`src/rtl/multicycle_adder_pkg.sv`:
```
// multicycle_adder_pkg
//   Shared types and elaboration helpers for the multi-cycle adder.
//   - state_e   : controller states (IDLE, RUN, FIN)
//   - nchunk_f  : number of CHUNK-wide slices in a WIDTH-bit operand
//   - idx_w_f   : chunk index width, never narrower than one bit
package multicycle_adder_pkg;

  typedef enum logic [1:0] {
    IDLE = 2'd0,
    RUN  = 2'd1,
    FIN  = 2'd2
  } state_e;

  function automatic int nchunk_f(input int width, input int chunk);
    return width / chunk;
  endfunction

  function automatic int idx_w_f(input int nchunk);
    return (nchunk <= 1) ? 1 : $clog2(nchunk);
  endfunction

endpackage

```
`src/rtl/multicycle_adder_chunk.sv`:
```
// adder_chunk
//   Combinational W-bit slice of the multi-cycle adder.
//   Ports:
//     a_i, b_i     : slice operands (b_i already inverted for subtract)
//     cin_i        : carry into bit 0 of the slice
//     s_o          : slice sum
//     cout_o       : carry out of the slice MSB
//     c_msb_in_o   : carry into the slice MSB, used for signed overflow
module adder_chunk
  import multicycle_adder_pkg::*;
#(
  parameter int W = 16
) (
  input  logic [W-1:0] a_i,
  input  logic [W-1:0] b_i,
  input  logic         cin_i,
  output logic [W-1:0] s_o,
  output logic         cout_o,
  output logic         c_msb_in_o
);

  logic [W:0] full;

  assign full       = {1'b0, a_i} + {1'b0, b_i} + {{W{1'b0}}, cin_i};
  assign s_o        = full[W-1:0];
  assign cout_o     = full[W];
  // Carry into the MSB is recovered from the MSB sum bit: s = a ^ b ^ c.
  assign c_msb_in_o = full[W-1] ^ a_i[W-1] ^ b_i[W-1];

endmodule

```
`src/rtl/multicycle_adder.sv`:
```
// multicycle_adder
//   Add/subtract unit processing CHUNK bits per clock with a registered
//   carry, so WIDTH-bit operands never see a full-width carry chain.
//   Ports:
//     clk_i, rst_n_i : clock, asynchronous active-low reset
//     start_i        : request, accepted when busy_o is low
//     sub_i          : 0 = a + b + cin, 1 = a - b (cin ignored)
//     a_i, b_i, cin_i: operands, sampled on accept
//     busy_o         : operation in flight
//     done_o         : one-cycle pulse, result outputs just updated
//     sum_o          : last completed result
//     cout_o         : carry out of MSB (subtract: 1 = no borrow)
//     ovf_o          : two's-complement overflow
//
//   state | meaning
//   IDLE  | waiting for start_i
//   RUN   | adding chunk idx_q with the registered carry
//   FIN   | done_o high for one cycle; start_i here is accepted back-to-back
module multicycle_adder
  import multicycle_adder_pkg::*;
#(
  parameter int WIDTH = 64,
  parameter int CHUNK = 16
) (
  input  logic             clk_i,
  input  logic             rst_n_i,
  input  logic             start_i,
  input  logic             sub_i,
  input  logic [WIDTH-1:0] a_i,
  input  logic [WIDTH-1:0] b_i,
  input  logic             cin_i,
  output logic             busy_o,
  output logic             done_o,
  output logic [WIDTH-1:0] sum_o,
  output logic             cout_o,
  output logic             ovf_o
);

  localparam int NCHUNK = nchunk_f(WIDTH, CHUNK);
  localparam int IDXW   = idx_w_f(NCHUNK);
  localparam logic [IDXW-1:0] LAST_IDX = IDXW'(NCHUNK - 1);

  if (CHUNK < 1 || (WIDTH % CHUNK) != 0) begin : g_bad_params
    $error("multicycle_adder: WIDTH must be a positive multiple of CHUNK");
  end

  state_e            state_q;
  logic [WIDTH-1:0]  a_q;
  logic [WIDTH-1:0]  b_q;
  logic              carry_q;
  logic [IDXW-1:0]   idx_q;
  logic [WIDTH-1:0]  shadow_q;
  logic [WIDTH-1:0]  shadow_d;
  logic [WIDTH-1:0]  sum_q;
  logic              cout_q;
  logic              ovf_q;
  logic              busy_q;
  logic              done_q;

  logic [CHUNK-1:0]  a_chunk;
  logic [CHUNK-1:0]  b_chunk;
  logic [CHUNK-1:0]  s_chunk;
  logic              c_out;
  logic              c_msb;

  // Operand slice selection by chunk index.
  always_comb begin
    a_chunk = '0;
    b_chunk = '0;
    for (int i = 0; i < NCHUNK; i++) begin
      if (idx_q == IDXW'(i)) begin
        a_chunk = a_q[i*CHUNK +: CHUNK];
        b_chunk = b_q[i*CHUNK +: CHUNK];
      end
    end
  end

  adder_chunk #(
    .W(CHUNK)
  ) u_chunk (
    .a_i        (a_chunk),
    .b_i        (b_chunk),
    .cin_i      (carry_q),
    .s_o        (s_chunk),
    .cout_o     (c_out),
    .c_msb_in_o (c_msb)
  );

  // Shadow with the current slice merged in; on the last chunk this is the
  // complete result and is published directly.
  always_comb begin
    shadow_d = shadow_q;
    for (int i = 0; i < NCHUNK; i++) begin
      if (idx_q == IDXW'(i)) begin
        shadow_d[i*CHUNK +: CHUNK] = s_chunk;
      end
    end
  end

  always_ff @(posedge clk_i or negedge rst_n_i) begin
    if (!rst_n_i) begin
      state_q  <= IDLE;
      a_q      <= '0;
      b_q      <= '0;
      carry_q  <= 1'b0;
      idx_q    <= '0;
      shadow_q <= '0;
      sum_q    <= '0;
      cout_q   <= 1'b0;
      ovf_q    <= 1'b0;
      busy_q   <= 1'b0;
      done_q   <= 1'b0;
    end else begin
      done_q <= 1'b0;
      case (state_q)
        IDLE, FIN: begin
          if (start_i) begin
            a_q     <= a_i;
            b_q     <= sub_i ? ~b_i : b_i;
            carry_q <= sub_i ? 1'b1 : cin_i;
            idx_q   <= '0;
            busy_q  <= 1'b1;
            state_q <= RUN;
          end else begin
            state_q <= IDLE;
          end
        end
        RUN: begin
          carry_q  <= c_out;
          shadow_q <= shadow_d;
          if (idx_q == LAST_IDX) begin
            sum_q   <= shadow_d;
            cout_q  <= c_out;
            ovf_q   <= c_msb ^ c_out;
            busy_q  <= 1'b0;
            done_q  <= 1'b1;
            state_q <= FIN;
          end else begin
            idx_q <= idx_q + IDXW'(1);
          end
        end
        default: begin
          busy_q  <= 1'b0;
          state_q <= IDLE;
        end
      endcase
    end
  end

  assign busy_o = busy_q;
  assign done_o = done_q;
  assign sum_o  = sum_q;
  assign cout_o = cout_q;
  assign ovf_o  = ovf_q;

endmodule
```
`config.mk`:
```
export PLATFORM = sky130hd
export DESIGN_NAME = multicycle_adder
export DESIGN_NICKNAME = d
export VERILOG_FILES = /design/src/rtl/multicycle_adder_pkg.sv /design/src/rtl/multicycle_adder_chunk.sv /design/src/rtl/multicycle_adder.sv
export SDC_FILE = /design/constraint.sdc
export NUM_CORES = 1
export LEC_CHECK = 0
export BUFFER_PORTS_ARGS = -buffer_cell sky130_fd_sc_hd__buf_2
export CORE_MARGIN = 2
export CORE_UTILIZATION = 41
export CTS_BUF_LIST = sky130_fd_sc_hd__clkbuf_4
export DETAILED_ROUTE_END_ITERATION = 12
export PLACE_DENSITY = 0.58
export SYNTH_ARGS = -nofsm -noshare
export SYNTH_HDL_FRONTEND = slang
export SYNTH_SLANG_ARGS = --single-unit
export TNS_END_PERCENT = 5
```
`constraint.sdc`:
```
create_clock -name clk_i -period 4.8 [get_ports clk_i]
set_input_delay 0.96 -clock clk_i [delete_from_list [all_inputs] [get_ports clk_i]]
set_output_delay 0.96 -clock clk_i [all_outputs]
set_load 0.01 [all_outputs]
```
==> results of run 1 <==
-- stage by stage --
stage               power [mW]  area, sq um  utilization, %  hold slack, ns
finish                    12.1        14300            49.4           0.351
global route              13.2        14300            49.4           0.393
CTS                       12.2        14200            49.3           0.372
detailed placement        10.2        13300            46.2           0.459
global placement          10.1        13300            46.2           0.454
floorplan                 8.08        12000               -           0.441
-- critical path: stages, from the launching register on --
cell and delay, ns:
dfrtp_1 0.43, inv_1 0.13, ha_2 0.33, and3_1 0.23
a21oi_1 0.11, nor2_1 0.05, a21oi_1 0.15, nor2_1 0.06
a21oi_1 0.22, fa_1 0.23, inv_1 0.06, fa_1 0.40
a21o_1 0.24, a221oi_4 0.36, o31a_1 0.18, o21ai_2 0.11
or4_4 0.50, a31o_1 0.24, a31oi_1 0.16
-- registers in the layout, summed over array words and instances (netlist names) --
name      flops
sum_o        64
state_q       2
a_q          64
b_q          64
busy_o        1
carry_q       1
done_o        1
shadow_q     48
cout_o        1
idx_q         2
ovf_o         1
-- cells in the final DEF, fill, tap and decap left out, drive strengths merged, types with 20 or more instances in the layout --
| cell type | n |
|---|---|
| buf | 212 |
| a21oi | 94 |
| nand2 | 216 |
| xnor2 | 76 |
| and3 | 31 |
| nor2 | 50 |
| clkbuf | 106 |
| inv | 20 |
| dfrtp | 249 |
| o21ai | 202 |
| mux2i | 31 |
| mux2 | 71 |
-- worst min path at each step --
stage                                from                        to  slack [ns]  cells after the start
finish                            rst_n_i  shadow_q[10]$_DFFE_PN0P_        0.35                      1
detailed placement  sum_o[60]$_DFFE_PN0P_     sum_o[60]$_DFFE_PN0P_        0.46                      2
global route                      rst_n_i          done_o$_DFF_PN0_        0.39                      1
CTS                               rst_n_i     sum_o[12]$_DFFE_PN0P_        0.37                      1
global placement    sum_o[59]$_DFFE_PN0P_     sum_o[59]$_DFFE_PN0P_        0.45                      1
floorplan             b_q[63]$_DFFE_PN0P_       b_q[63]$_DFFE_PN0P_        0.44                      2
-- synthesized netlist by cell type (all sizes together), types with 18 or more instances --
master | instances | share of area [%]
clkbuf | 75 | 2.5
and3 | 31 | 1.6
ha | 19 | 2.0
o21ai | 202 | 8.4
inv | 18 | 0.56
mux2 | 71 | 6.6
a21oi | 94 | 3.9
xnor2 | 76 | 5.5
nor2 | 50 | 1.6
dfrtp | 249 | 52
mux2i | 31 | 2.6
nand2 | 216 | 6.7
-- power by group through the flow --
stage	registers, mW	logic [mW]	clock network (mW)
2_1_floorplan	3.68	4.40	0
3_3_place_gp	3.74	6.32	0
3_5_place_dp	3.76	6.42	0
4_1_cts	3.72	6.46	2.03
5_1_grt	3.85	7.21	2.14
6_report	3.72	6.43	1.96
-- logic make-up after synthesis --
group | after synthesis
fa+ha+maj | 21
compound gates | 344
flops | 249
simple gates | 320
xor+xnor | 82
mux | 102
buf+inv | 107
-- per-layer routing --
| metal | share of wire (%) | global-route usage [%] | routed length [microns] |
|---|---|---|---|
| met1 | 50 | 30.5 | 15300 |
| met2 | 44 | 30.5 | 13500 |
| met3 | 4.9 | 3.92 | 1510 |
| met4 | 2.0 | 6.34 | 627 |
| met5 | 0 | 0 | 0 |
-- what timing repair did --
item,in CTS,in global routing
resized for setup,0,2
hold buffers,0,0
setup endpoints to repair,0,9
-- final cells by class --
class / count / area share, %
Sequential cell: 249 / 43.7
Multi-Input combinational cell: 869 / 38.2
Timing Repair Buffer: 212 / 8.00
Clock buffer: 106 / 5.58
Tap cell: 384 / 3.37
Clock inverter: 12 / 0.702
Inverter: 18 / 0.474
Antenna cell: 2 / 0.0351
==> impl_metrics.ini, run 1 <==
[run_status]
status = finished clean

[floorplanning]
coreArea_sq_um = 28900
chipHeight_microns = 175
die_area_sq_um = 30800
start_util_pct = 41.8
dieWidth_microns = 175
ioPinCount = 201
rows = 62

[timing]
period_needed_ns = 4.28
maxSlewViolCount = 0
rsz0062_at_grt = no
fmax_mhz = 234
setup-violations-final = 0
finalHoldViolCount = 0
tns_ns = 0
slew_headroom_pct = 27.3
skew_ns = 0.0578
finalWorstSetupSlack_ns = 0.522
final.period_utilization_pct = 89.1
worst_pin_slew_ns = 1.09

[worst_setup_path]
r2r_slack_ns = 0.52
critPathLaunch = idx_q[0]$_DFFE_PN0P_
cp.required_ns = 5.35
r2r-end = ovf_o$_DFFE_PN0P_
end_kind = flop
cp-endpoint = ovf_o$_DFFE_PN0P_
worst-setup-path-type = reg -> reg
r2r_start = idx_q[0]$_DFFE_PN0P_
worstSetupStartpointType = flop
cp_max_fo = 20
critPathArrivalTime_ns = 4.82
reg2reg_depth = 18

[cts]
clockBufferDepth = 3
path_clk_slew_ns = 0.06
cts-root-buf = clkbuf_4
htreeDepth = 3
clock_latency_ns = 0.68
cts_setup_buffers = 0
cts_tree = built
cts_sinks = 249
cts_made_buffers = 69

[layout]
final_net_count = 1573
multi_input_area_sq_um = 5440
fin_cells = 1852
syn2layout_area_growth_pct = 18.4
drive_gt1_share_pct = 28.6
register_area_sq_um = 6230
fillerInstances = 2848

[min_path]
hold_path_class = in -> async

[routing]
post_drt_wl_per_cell_microns = 16.7
antenna_left = 0
remaining_drc_errors = 0
first_pass_iters = 5
vias = 9299
drt_iter0_drc = 509
routed_wl_microns = 30900
vias_per_cell = 5.02

[yosys]
avgSynthCellArea_sq_um = 9.84
ys_ff_latch = 249
muxShareOfSynthArea_pct = 9.21
syn_area_sq_um = 12000
synth.distinct_cells = 57
synth_adder_area_share_pct = 2.31
synth_edf_count = 0
synth_nets = 1379
ys_async_sr_fraction_pct = 100
synth_top_family_by_area = compound AO/OA/AOI/OAI gates
synthXorXnorAreaFrac_pct = 5.96
synthCells = 1225
ys_seq_area_share_pct = 51.7
synth_ff_type = dfrtp_1
synth_compound_area_share_pct = 16.1
synth_simple_gate_area_share_pct = 11.2
yosysWarnings = 0

[global_routing]
overflow = 0
antenna_found_initial = 2
grtUsageTotal_pct = 20.6
grt_pass1_vias = 9303
grt_start_max_net_pins = 114
grt_pass1_wl_microns = 50000

[power]
sw_frac_of_total_pct = 45.0
power.switching_mw = 5.45
p_seq_share_pct = 30.7
power.density_nw_per_um2 = 849
max-vdd-ir-drop_mv = 0.409
p_int_mw = 6.67
p_leak_nw = 6.75
comb_power_share_pct = 53.1
p_clk_share_pct = 16.2

[place]
place.gp.congestion = 0.831
pre_cts_ws_ns = 0.417
io_buffers = 200
hpwl_microns = 21300
placedCellCount = 1732

[job]
cap_violations = 0
Power figures use the tool's default switching activity.
==> run 2: changes to the inputs <==
--- a/config.mk
+++ b/config.mk
@@ -7,10 +7,10 @@
 export LEC_CHECK = 0
 export BUFFER_PORTS_ARGS = -buffer_cell sky130_fd_sc_hd__buf_2
 export CORE_MARGIN = 2
-export CORE_UTILIZATION = 41
+export CORE_UTILIZATION = 59
 export CTS_BUF_LIST = sky130_fd_sc_hd__clkbuf_4
 export DETAILED_ROUTE_END_ITERATION = 12
-export PLACE_DENSITY = 0.58
+export PLACE_DENSITY = 0.8
 export SYNTH_ARGS = -nofsm -noshare
 export SYNTH_HDL_FRONTEND = slang
 export SYNTH_SLANG_ARGS = --single-unit
==> run 2 against run 1 <==
- power down 2.9%
- worst setup slack got worse by 0.20 ns
- global-route usage rose by 6.4 points
- clock skew is 0.030 ns lower
- core utilization up 20 points
- largest cell class unchanged
==> impl_metrics.ini, run 2 (synthesis results as in run 1) <==
[run_status]
status = finished clean

[job]
cap_violations = 0

[floorplanning]
coreArea_sq_um = 20200
start_util_pct = 59.7
chipHeight_microns = 147
rows = 52
die_area_sq_um = 21600
dieWidth_microns = 147
ioPinCount = 201

[power]
p_clk_share_pct = 14.6
p_leak_nw = 6.67
power.density_nw_per_um2 = 842
comb_power_share_pct = 54.0
sw_frac_of_total_pct = 45.1
max-vdd-ir-drop_mv = 0.420
p_int_mw = 6.46
power.switching_mw = 5.30
p_seq_share_pct = 31.4
power_mw = 11.8

[timing]
worst_pin_slew_ns = 1.06
fmax_mhz = 223
setup-violations-final = 0
rsz0062_at_grt = no
maxSlewViolCount = 0
final.period_utilization_pct = 93.2
slew_headroom_pct = 29.6
tns_ns = 0
skew_ns = 0.0280
period_needed_ns = 4.48
finalHoldViolCount = 0

[routing]
vias_per_cell = 5.50
routed_wl_microns = 28300
remaining_drc_errors = 0
vias = 9496
drt_iter0_drc = 667
post_drt_wl_per_cell_microns = 16.4
first_pass_iters = 5
antenna_left = 0

[place]
hpwl_microns = 19600
io_buffers = 200
place.gp.congestion = 0.868

[cts]
post_cts_resized = 0
htreeDepth = 3
cts_tree = built
cts_made_buffers = 67
path_clk_slew_ns = 0.06
cts_hold_buf = 0
clock_latency_ns = 0.66
cts_sinks = 249
cts-root-buf = clkbuf_4
clockBufferDepth = 3
cts_setup_buffers = 0

[worst_setup_path]
worst-setup-path-type = reg -> reg
worstSetupStartpointType = flop
end_kind = flop
critPathArrivalTime_ns = 5.03
cp_max_fo = 16
cp.required_ns = 5.36

[layout]
final_net_count = 1572
final_util_pct = 69.2
syn2layout_area_growth_pct = 15.9
final_cell_mix = 249 x dfrtp_1, 215 x nand2_1, 198 x o21ai_0, 198 x buf_2, 98 x clkbuf_4
multi_input_area_sq_um = 5430
register_area_sq_um = 6230
fillerInstances = 1610
drive_gt1_share_pct = 27.9
final_common_cell = dfrtp_1

[global_routing]
grt_start_max_net_pins = 131
antenna_found_initial = 1
grt_pass1_vias = 9386
grtUsageTotal_pct = 27.0
grt_pass1_wl_microns = 46800
overflow = 0

[min_path]
hold_path_class = in -> async
run 2: worst paths after layout:
kind                                  startpoint               endpoint  depth (start not counted)  slack [ns]
min in group clk_i         sum_o[17]$_DFFE_PN0P_  sum_o[17]$_DFFE_PN0P_                          2        0.47
min                                      rst_n_i  sum_o[14]$_DFFE_PN0P_                          1        0.45
max reg2reg                 idx_q[1]$_DFFE_PN0P_      ovf_o$_DFFE_PN0P_                         19        0.32
min reg2reg                sum_o[17]$_DFFE_PN0P_  sum_o[17]$_DFFE_PN0P_                          2        0.47
max in group asynchronous                rst_n_i    a_q[12]$_DFFE_PN0P_                          2        3.36
max                         idx_q[1]$_DFFE_PN0P_      ovf_o$_DFFE_PN0P_                         19        0.32
run 2: cell type report:
class | count | share of cell area [%]
antenna | 1 | 0.0179
clock buffer | 98 | 5.27
tap | 270 | 2.42
inverter | 18 | 0.484
sequential | 249 | 44.6
timing repair buffer | 213 | 8.05
multi-input combinational | 869 | 38.9
clock inverter | 8 | 0.215
run 2: worst max-delay path: stages (launching register included):
cell and delay [ns]:
dfrtp_1 0.42, inv_1 0.12, ha_2 0.37, inv_1 0.25, and3_1 0.22, a21oi_1 0.11, nor2_1 0.05, a21oi_1 0.14
nor2_1 0.06, a21oi_1 0.19, fa_1 0.23, inv_1 0.06, fa_1 0.41, a21o_1 0.24, a221oi_4 0.36, o31a_1 0.19
o21ai_2 0.11, or4_4 0.49, a31o_1 0.23, a31oi_1 0.15
run 2: metrics by stage:
| step | worst slack [ns] | instance area, sq um | hold slack (ns) | instances |
|---|---|---|---|---|
| after floorplan | 0.931 | 12000 | 0.441 | 1225 |
| after global routing | 0.0188 | 14000 | 0.498 | 1726 |
| final | 0.325 | 14000 | 0.449 | 1726 |
| after CTS | 0.327 | 14000 | 0.450 | 1725 |
| after global placement | 0.499 | 13200 | 0.454 | 1619 |
| after detailed placement | 0.372 | 13200 | 0.459 | 1619 |
run 2: power by group through the flow:
| stage | Combinational [mW] | Sequential [mW] | Clock [mW] |
|---|---|---|---|
| 2_1_floorplan | 4.40 | 3.68 | 0 |
| 3_3_place_gp | 6.07 | 3.68 | 0 |
| 3_5_place_dp | 6.25 | 3.72 | 0 |
| 4_1_cts | 6.30 | 3.69 | 1.76 |
| 5_1_grt | 7.04 | 3.80 | 1.88 |
| 6_report | 6.35 | 3.69 | 1.72 |
run 2: per-layer routing:
metal | track usage, % | vias to the layer above | share of wire, %
li1 | - | 4608 | -
met1 | 38.8 | 4497 | 45
met2 | 42.4 | 350 | 46
met3 | 5.31 | 41 | 6.9
met4 | 7.31 | 0 | 1.4
met5 | 0 | - | 0
==> run 3: changes to the inputs <==
--- a/config.mk
+++ b/config.mk
@@ -6,10 +6,12 @@
 export NUM_CORES = 1
 export LEC_CHECK = 0
 export BUFFER_PORTS_ARGS = -buffer_cell sky130_fd_sc_hd__buf_2
+export CORE_ASPECT_RATIO = 1.75
 export CORE_MARGIN = 2
 export CORE_UTILIZATION = 59
 export CTS_BUF_LIST = sky130_fd_sc_hd__clkbuf_4
 export DETAILED_ROUTE_END_ITERATION = 12
+export GPL_TIMING_DRIVEN = 0
 export PLACE_DENSITY = 0.8
 export SYNTH_ARGS = -nofsm -noshare
 export SYNTH_HDL_FRONTEND = slang
==> constraint.sdc (replaced) <==
create_clock -name clk_i -period 4.7 [get_ports clk_i]
set_input_delay 0.94 -clock clk_i [delete_from_list [all_inputs] [get_ports clk_i]]
set_output_delay 0.94 -clock clk_i [all_outputs]
set_load 0.01 [all_outputs]
==> run 3 against run 2 <==
- sequential power is 2% higher
- via count is 6.4% higher
- sequential cell count stayed put
- die area is 0.21% higher
- non-clock buffer count is 78 higher
- worst hold slack worse by 0.12 ns
- sequential share of layout area is 0.44 points lower
- critical endpoint is now sum_o[14]$_DFFE_PN0P_
- largest power group unchanged
- highest routed layer unchanged
==> impl_metrics.ini, run 3 (synthesis results as in run 1) <==
[floorplanning]
die_area_sq_um = 21600
coreArea_sq_um = 20200
dieWidth_microns = 112
rows = 69
ioPinCount = 201
chipHeight_microns = 193
start_util_pct = 59.6

[routing]
drt_iter0_drc = 555
post_drt_wl_per_cell_microns = 19.0
first_pass_iters = 5
remaining_drc_errors = 0
vias = 10100
vias_per_cell = 5.72
antenna_left = 0
routed_wl_microns = 33600

[layout]
final_common_cell = dfrtp_1
stdcell_area_sq_um = 14100
syn2layout_area_growth_pct = 17.0
fin_cells = 1766
drive_gt1_share_pct = 25.6
final_cell_mix = 249 x dfrtp_1, 216 x nand2_1, 203 x buf_2
final_net_count = 1637

[timing]
fmax_mhz = 221
final.period_utilization_pct = 96.2
maxSlewViolCount = 0
finalHoldViolCount = 0
skew_ns = 0.0294
finalWorstSetupSlack_ns = 0.180
hold_ws_ns = 0.328
rsz0062_at_grt = no
period_needed_ns = 4.52
worst_pin_slew_ns = 0.945
slew_headroom_pct = 37.0
setup-violations-final = 0

[place]
io_buffers = 199
pre_cts_ws_ns = -0.631
placed_cell_area_sq_um = 13400
hpwl_microns = 25900
placedCellCount = 1673
place.gp.congestion = 0.934

[cts]
cts-root-buf = clkbuf_4
clock_latency_ns = 0.68
path_clk_slew_ns = 0.07
cts_sinks = 249
cts_tree = built
clockBufferDepth = 3
cts_hold_buf = 0
htreeDepth = 2
cts_made_buffers = 54

[global_routing]
grtUsageTotal_pct = 31.1
grt_pass1_vias = 10300
antenna_found_initial = 1
grt_pass1_wl_microns = 52400
overflow = 0
grt_start_max_net_pins = 129

[power]
power_mw = 12.2
power.density_nw_per_um2 = 867
p_leak_nw = 6.69
max-vdd-ir-drop_mv = 0.442

[job]
cap_violations = 0

[worst_setup_path]
end_kind = flop
cp_max_fo = 10
cp.required_ns = 5.30
worst-setup-path-type = reg -> reg
worstSetupStartpointType = flop
critPathArrivalTime_ns = 5.12

[run_status]
status = finished clean

[min_path]
hold_path_class = in -> async
==> run 3: critical path, cell delays in order (launching register included) <==
cell and delay (ns):
dfrtp_1 0.41, inv_1 0.10, ha_1 0.29, clkbuf_2 0.23
buf_2 0.30, and3_1 0.24, a21oi_1 0.14, nor2_1 0.06
a21oi_1 0.32, o21ai_0 0.14, ha_1 0.30, clkbuf_1 0.28
nand2_1 0.07, or3_2 0.48, o31a_1 0.30, o21ai_2 0.15
xor2_1 0.31, mux2i_1 0.16, o21ai_0 0.17
==> run 3: repair_timing <==
action / in CTS / in global routing
gates resized for setup: 7 / 15
setup endpoints to repair: 30 / 41
buffers inserted: 0 / 2
pin swaps: 0 / 2
==> run 3: metal layers <==
metal | wire length, microns | global-route usage [%] | part of all wire [%] | up-vias
li1 | - | - | - | 4739
met3 | 1640 | 4.60 | 4.9 | 121
met4 | 2150 | 20.0 | 6.4 | 0
met2 | 18300 | 58.6 | 54 | 396
met1 | 11500 | 32.0 | 34 | 4852
met5 | 0 | 0 | 0 | -
==> run 3: worst paths after layout <==
kind / from / endpoint / slack, ns / cells past startpoint
min: rst_n_i / a_q[28]$_DFFE_PN0P_ / 0.33 / 1
max: idx_q[0]$_DFFE_PN0P_ / sum_o[14]$_DFFE_PN0P_ / 0.18 / 18
min reg2reg: busy_o$_DFFE_PN0P_ / busy_o$_DFFE_PN0P_ / 0.47 / 2
max in group asynchronous: rst_n_i / b_q[52]$_DFFE_PN0P_ / 3.20 / 2
min in group clk_i: busy_o$_DFFE_PN0P_ / busy_o$_DFFE_PN0P_ / 0.47 / 2
max reg2reg: idx_q[0]$_DFFE_PN0P_ / sum_o[14]$_DFFE_PN0P_ / 0.18 / 18
==> run 3: power by group <==
group / switching (mW) / internal [mW]
Combinational: 4.33 / 2.58
Clock: 0.804 / 0.753
Sequential: 0.550 / 3.20
==> run 3: metrics by stage <==
step	setup TNS, ns	util [%]
after global placement	-381.34	66.1
after CTS	0	69.5
after global routing	0	69.8
after detailed placement	-4.78	66.3
final	0	69.8
after floorplan	0	-
==> run 3: area by class of cell <==
cell class | instances | area, sq um
flip-flops and latches | 249 | 6230
plain buffers | 89 | 370
multi-input cells | 869 | 5440
inverters | 18 | 67.6
diodes | 1 | 2.50
clock buffers | 78 | 586
repair buffers | 202 | 1050
clock inverters | 12 | 45.0
well taps | 248 | 310
fillers | 1594 | 6100
